`src/rtl/srdl_counter_field.sv`:
```
// Registered SystemRDL field: sw/hw access, side effects, up/down counter.
// Optional SRDL_FIELD_PARITY_EN adds a stored parity bit and parity_err.
module srdl_counter_field #(
  parameter int unsigned      WIDTH       = 8,
  parameter logic [WIDTH-1:0] RESET_VAL   = '0,
  parameter int unsigned      SW_MODE     = 2,
  parameter bit               HW_WR       = 1'b1,
  parameter bit               RCLR        = 1'b0,
  parameter bit               RSET        = 1'b0,
  parameter bit               WOCLR       = 1'b0,
  parameter bit               WOSET       = 1'b0,
  parameter bit               SINGLEPULSE = 1'b0,
  parameter bit               COUNTER     = 1'b0,
  parameter int unsigned      INCRWIDTH   = 1,
  parameter int unsigned      DECRWIDTH   = 1,
  parameter bit               SATURATE    = 1'b1
) (
  input  logic                 clk,
  input  logic                 rst,
  input  logic                 sw_acc,
  input  logic                 sw_rd,
  input  logic                 sw_wr,
  input  logic [WIDTH-1:0]     sw_wdata,
  input  logic                 hw_we,
  input  logic [WIDTH-1:0]     hw_wdata,
  input  logic                 hwclr,
  input  logic                 hwset,
  input  logic                 incr,
  input  logic [INCRWIDTH-1:0] incrvalue,
  input  logic                 decr,
  input  logic [DECRWIDTH-1:0] decrvalue,
  input  logic [WIDTH-1:0]     incrsat_val,
  input  logic [WIDTH-1:0]     decrsat_val,
  input  logic [WIDTH-1:0]     incrthresh_val,
  input  logic [WIDTH-1:0]     decrthresh_val,
  output logic [WIDTH-1:0]     q,
  output logic                 swmod,
  output logic                 overflow,
  output logic                 underflow,
  output logic                 incrsaturate,
  output logic                 decrsaturate,
  output logic                 incrthreshold,
`ifdef SRDL_FIELD_PARITY_EN
  input  logic                 inj_par,
  output logic                 parity_err,
`endif
  output logic                 decrthreshold
);

  localparam int unsigned NW = WIDTH + 2;
  localparam bit SW_WR_EN = (SW_MODE != 0);

  logic [WIDTH-1:0]     r_q;
  logic                 r_swmod;
  logic                 r_ovf;
  logic                 r_unf;
  logic [WIDTH-1:0]     w_q_nxt;
  logic                 w_swmod_nxt;
  logic                 w_cnt_sel;
  logic signed [NW-1:0] w_inc;
  logic signed [NW-1:0] w_dec;
  logic signed [NW-1:0] w_n;
  logic                 w_ovf;
  logic                 w_unf;
  logic                 w_sat_hi;
  logic                 w_sat_lo;
  logic                 w_sw_wr;
  logic                 w_rd_fx;
  logic                 w_cnt_act;

  assign w_sw_wr   = sw_acc & sw_wr & SW_WR_EN;
  assign w_rd_fx   = sw_acc & sw_rd & ~sw_wr & (RCLR | RSET);
  assign w_cnt_act = COUNTER & (incr | decr);

  // Zero-extended operands; two spare bits hold the sign and the carry.
  assign w_inc = incr ? $signed({{(NW-INCRWIDTH){1'b0}}, incrvalue}) : '0;
  assign w_dec = decr ? $signed({{(NW-DECRWIDTH){1'b0}}, decrvalue}) : '0;
  assign w_n   = $signed({2'b00, r_q}) + w_inc - w_dec;

  assign w_unf    = w_n[NW-1];
  assign w_ovf    = ~w_n[NW-1] & w_n[WIDTH];
  assign w_sat_hi = w_ovf | (w_n > $signed({2'b00, incrsat_val}));
  assign w_sat_lo = w_unf | (w_n < $signed({2'b00, decrsat_val}));

  always_comb begin
    w_q_nxt     = r_q;
    w_swmod_nxt = 1'b0;
    w_cnt_sel   = 1'b0;
    if (hwclr) begin
      w_q_nxt = '0;
    end else if (hwset) begin
      w_q_nxt = '1;
    end else if (w_sw_wr) begin
      w_swmod_nxt = 1'b1;
      if (WOCLR)      w_q_nxt = r_q & ~sw_wdata;
      else if (WOSET) w_q_nxt = r_q | sw_wdata;
      else            w_q_nxt = sw_wdata;
    end else if (hw_we & HW_WR) begin
      w_q_nxt = hw_wdata;
    end else if (w_cnt_act) begin
      w_cnt_sel = 1'b1;
      // Upper clamp is checked first so it wins over a crossed lower clamp.
      if (SATURATE && w_sat_hi)      w_q_nxt = incrsat_val;
      else if (SATURATE && w_sat_lo) w_q_nxt = decrsat_val;
      else                           w_q_nxt = w_n[WIDTH-1:0];
    end else if (w_rd_fx) begin
      w_swmod_nxt = 1'b1;
      w_q_nxt     = RCLR ? '0 : '1;
    end else if (SINGLEPULSE && (|r_q)) begin
      w_q_nxt = '0;
    end
  end

  always_ff @(posedge clk) begin
    if (rst) begin
      r_q     <= RESET_VAL;
      r_swmod <= 1'b0;
      r_ovf   <= 1'b0;
      r_unf   <= 1'b0;
    end else begin
      r_q     <= w_q_nxt;
      r_swmod <= w_swmod_nxt;
      r_ovf   <= w_cnt_sel & w_ovf;
      r_unf   <= w_cnt_sel & w_unf;
    end
  end

`ifdef SRDL_FIELD_PARITY_EN
  logic r_par;
  logic r_perr;

  always_ff @(posedge clk) begin
    if (rst) begin
      r_par  <= ^RESET_VAL;
      r_perr <= 1'b0;
    end else begin
      r_par  <= (^w_q_nxt) ^ inj_par;
      r_perr <= w_sw_wr ? 1'b0 : (r_perr | (r_par ^ (^r_q)));
    end
  end

  assign parity_err = r_perr;
`endif

  assign q             = r_q;
  assign swmod         = r_swmod;
  assign overflow      = r_ovf;
  assign underflow     = r_unf;
  assign incrsaturate  = (r_q == incrsat_val);
  assign decrsaturate  = (r_q == decrsat_val);
  assign incrthreshold = (r_q >= incrthresh_val);
  assign decrthreshold = (r_q <= decrthresh_val);

endmodule

```
`config.mk`:
```
export PLATFORM = sky130hd
export DESIGN_NAME = srdl_counter_field
export DESIGN_NICKNAME = d
export VERILOG_FILES = /design/src/rtl/srdl_counter_field.sv
export SDC_FILE = /design/constraint.sdc
export NUM_CORES = 1
export LEC_CHECK = 0
export CAP_MARGIN = 20
export CORE_MARGIN = 8
export CORE_UTILIZATION = 34
export DETAILED_ROUTE_END_ITERATION = 6
export MAX_ROUTING_LAYER = met4
export PLACE_DENSITY = 0.81
export SLEW_MARGIN = 30
export SYNTH_ARGS = -nofsm -noshare
export SYNTH_HDL_FRONTEND = slang
export SYNTH_SLANG_ARGS = --single-unit
```
`constraint.sdc`:
```
create_clock -name clk -period 2.1 [get_ports clk]
set_clock_uncertainty 0.05 [all_clocks]
set_input_delay 0.21 -clock clk [delete_from_list [all_inputs] [get_ports clk]]
set_output_delay 0.21 -clock clk [all_outputs]
set_load 0.1 [all_outputs]
```
==> results.md, run 1 <==
* Post-Synthesis Cells at around 120
* Power, Total at 764 uW
* Max cap viols at 0
* Maximum VDD drop at between 500 and 600 uV
* Syn. warnings at 0
* Largest net degree at the start of global routing at 18
* Initial antenna violation count at 0
* HPWL after DPL at 2.99 mm
* Simple-Gate Fraction of Synth Area at between 10% and 20%
* Unique masters post-synth at 24
* Largest stage delay, worst path at around 0.35 ns
* Clock-pin slew on the worst setup and hold paths at around 0.060 ns
* Die Wd at ~70 um
* Critical Path AT at ~1.8 ns
* Worst Path Class, Setup: reg -> out
* Delay-heaviest family, CP: compound AO/OA/AOI/OAI gates
* Fillers at between 200 and 250
* Pwr dens at ~420 nW/um2
* Number of global-route vias before repair at 1195
* Crit-path slowest cell: dfxtp_4
* Synthesis-to-finish area growth at 83.3%
* Total stage count of the critical path at 7
* Post-layout min period at 2.03 ns
* Chip height at approximately 70 um
* Final Hold Violating Endpoints at 0
* R2R cell count at 4
* Antenna viol nets, final at 0
* CTS tree: built
* Crit path max fanout at 3
* Die area at 4890 um2
* Endpoints failing setup at 0
* Multi-input logic area at 786 um2
* Register area at 193 um2
* Max clock buf depth at 2
* I/O Buffers at 67
* Worst Hold Class: in -> reg
* Share of synthesized area occupied by flip-flops and latches at between 10% and 20%
* Overflow after GRT at 0
* Mux contribution to synthesized area at ~7.1%
* Total CTS buffers at 3
* Final worst path period share at between 90 and 100%
* Hold Path Stages at 2
* Setup TNS at 0 ns
* Leak at between 0.0008 and 0.0009 uW
* I/O pin cnt at 75
* Worst EP required at 1.84 ns
* Cell area after synthesis at around 990 um2
* Cell row count at 19
* WL final at ~3.6 mm
* Fin. max-slew vios at 0
* Starting Density at around 36%
* RSZ-0062 raised after global routing: no
* DRC at 0
* Vias/cell at approximately 5.0
* First-pass iteration count of the detailed router at 4
* Xor/xnor share of the synthesized area at approximately 14%
* Clk_lat worst skew at roughly 0.27 ns
* Starting DRC count in detailed routing at 31
* Hold_buf cts at 0
* Avg Inst Size Synth at approximately 8 um2
* Antenna cell count at 0
* Worst path bufs/invs at 2
* Share of cells above drive strength 1 at between 20% and 30%
* Critical path, cell by cell: inv_4, ha_4, nand2b_4, a211oi_2, o21ai_2, a41o_2, buf_12
* Adder-cell share of the synthesized area at 20.3%
* Drt wl/cell at ~16 um
* Crit. End Element: output port
* Post-synthesis sequential element count at 9
* Final Util at 65.7%
* CTS sink cnt at 9
* Fmax at 492 MHz
* Synth Area in Compound Gates at between 10% and 20%
* Main combinational cell family by area after synthesis: adder cells
* Status: completed
* Total vias in the final route at approximately 1100
* Root buffer cell: clkbuf_4
* # H-tree levels at 1
* Final RePlAce weighted congestion at 0.859
* Post-layout nets at roughly 270
* Total GRT Usage at around 14%
* Startpoint types: flop
* First-pass GRT wire length at between 5 and 6 mm
* Core area at around 2800 um2
==> power breakdown <==
group / internal, uW / switching (uW)
Clock: 73.6 / 67.2
Combinational: 200 / 222
Sequential: 182 / 20.5
Total: 455 / 309
==> layout by cell type (no fill, tap or decap) <==
cell type,instances
a211oi_2,1
a21o_1,2
a21oi_1,10
a21oi_2,3
a41o_2,1
buf_12,4
buf_4,11
clkbuf_1,1
clkbuf_4,3
clkdlybuf4s50_1,53
conb_1,2
dfxtp_1,1
dfxtp_2,7
dfxtp_4,1
dlymetal6s2s_1,1
ha_1,13
ha_4,3
inv_1,15
inv_4,1
mux2i_1,7
nand2_1,10
nand2b_4,1
nand4_1,6
nor2_2,2
nor2b_1,1
nor3_1,1
o211ai_1,3
o21ai_0,8
o21ai_1,1
o21ai_2,1
o22ai_4,1
or2_2,1
xnor2_1,16
==> sequential cells by signal, summed over array words and instances (netlist names) <==
register,flops
q,8
swmod,1
==> cells by family after synthesis <==
logic type                 Yosys count
DFF                                  9
other                                1
buffers and inverters               21
and+or+nand+nor                     22
muxes                                7
AOI/OAI and AO/OA                   31
adders and majority gates           16
xor gates and xnor gates            16
==> Yosys cell counts <==
| cell | n | share of area [%] |
|---|---|---|
| a41o_1 | 1 | 1.0 |
| nand2_1 | 10 | 3.8 |
| dfxtp_1 | 9 | 18 |
| nor2b_1 | 1 | 0.63 |
| ha_1 | 16 | 20 |
| buf_4 | 3 | 2.3 |
| nor2_1 | 2 | 0.76 |
| xnor2_1 | 16 | 14 |
| o21ai_0 | 9 | 4.6 |
| nand2b_4 | 1 | 1.4 |
| a21o_1 | 2 | 1.5 |
| or2_2 | 1 | 0.63 |
| o211ai_1 | 3 | 2.3 |
| conb_1 | 1 | 0.38 |
| buf_2 | 1 | 0.51 |
| buf_6 | 1 | 1.1 |
| a211oi_2 | 1 | 1.3 |
| nor3_1 | 1 | 0.51 |
| o22ai_1 | 1 | 0.63 |
| nand4_1 | 6 | 3.8 |
| inv_1 | 16 | 6.1 |
| o21ai_1 | 1 | 0.51 |
| mux2i_1 | 7 | 7.1 |
| a21oi_1 | 13 | 6.6 |
==> per-stage QoR <==
| stage | cells | hold WS [ns] | cell area (um2) | setup slack (ns) |
|---|---|---|---|---|
| after floorplan | 124 | 0.239 | 1020 | -0.121 |
| after global placement | 218 | 0.647 | 1720 | 0.0177 |
| after detailed placement | 218 | 0.663 | 1720 | -0.0234 |
| after CTS | 223 | 0.491 | 1750 | 0.00698 |
| after global routing | 223 | 0.509 | 1810 | 0.00755 |
| final | 223 | 0.493 | 1810 | 0.0678 |
==> worst paths after layout <==
| kind | from | to | slack (ns) |
|---|---|---|---|
| min reg2reg | q[0]$_SDFFE_PP0P_ | q[0]$_SDFFE_PP0P_ | 0.65 |
| max reg2reg | q[7]$_SDFFE_PP0P_ | q[7]$_SDFFE_PP0P_ | 1.13 |
| max | q[0]$_SDFFE_PP0P_ | incrthreshold | 0.07 |
| min | hwset | swmod$_SDFF_PP0_ | 0.49 |
==> layer usage <==
layer,up-vias,part of all wire [%],track usage (%)
li1,563,-,-
met1,487,43,15.9
met2,56,49,24.5
met3,5,6.6,3.53
met4,0,1.7,4.02
met5,-,0,-
==> area by class of cell <==
cell class | count | area share (%)
Clock buffer | 4 | 1.45
Inverter | 16 | 3.45
Multi-Input combinational cell | 94 | 43.4
Sequential cell | 9 | 10.6
Tap cell | 31 | 2.14
Timing Repair Buffer | 69 | 39.0
==> timing repair <==
item | 4_1_cts | 5_1_grt
buffers inserted | 1 | 0
setup endpoints to repair | 1 | 2
pin swaps | 3 | 4
resized for setup | 1 | 10
==> worst reg2reg max path, cell delays in order (launching register included) <==
cell     delay [ns]
dfxtp_2        0.42
mux2i_1        0.09
nand2_1        0.08
o21ai_0        0.09
a21oi_1        0.17
No activity file was read; power rests on OpenSTA's default activity.
==> run 2: changes to the inputs <==
--- a/config.mk
+++ b/config.mk
@@ -15,3 +15,4 @@
 export SYNTH_ARGS = -nofsm -noshare
 export SYNTH_HDL_FRONTEND = slang
 export SYNTH_SLANG_ARGS = --single-unit
+export TNS_END_PERCENT = 100
==> results of run 2 <==
Final layout, timing and power as in run 1 (identical DEF).
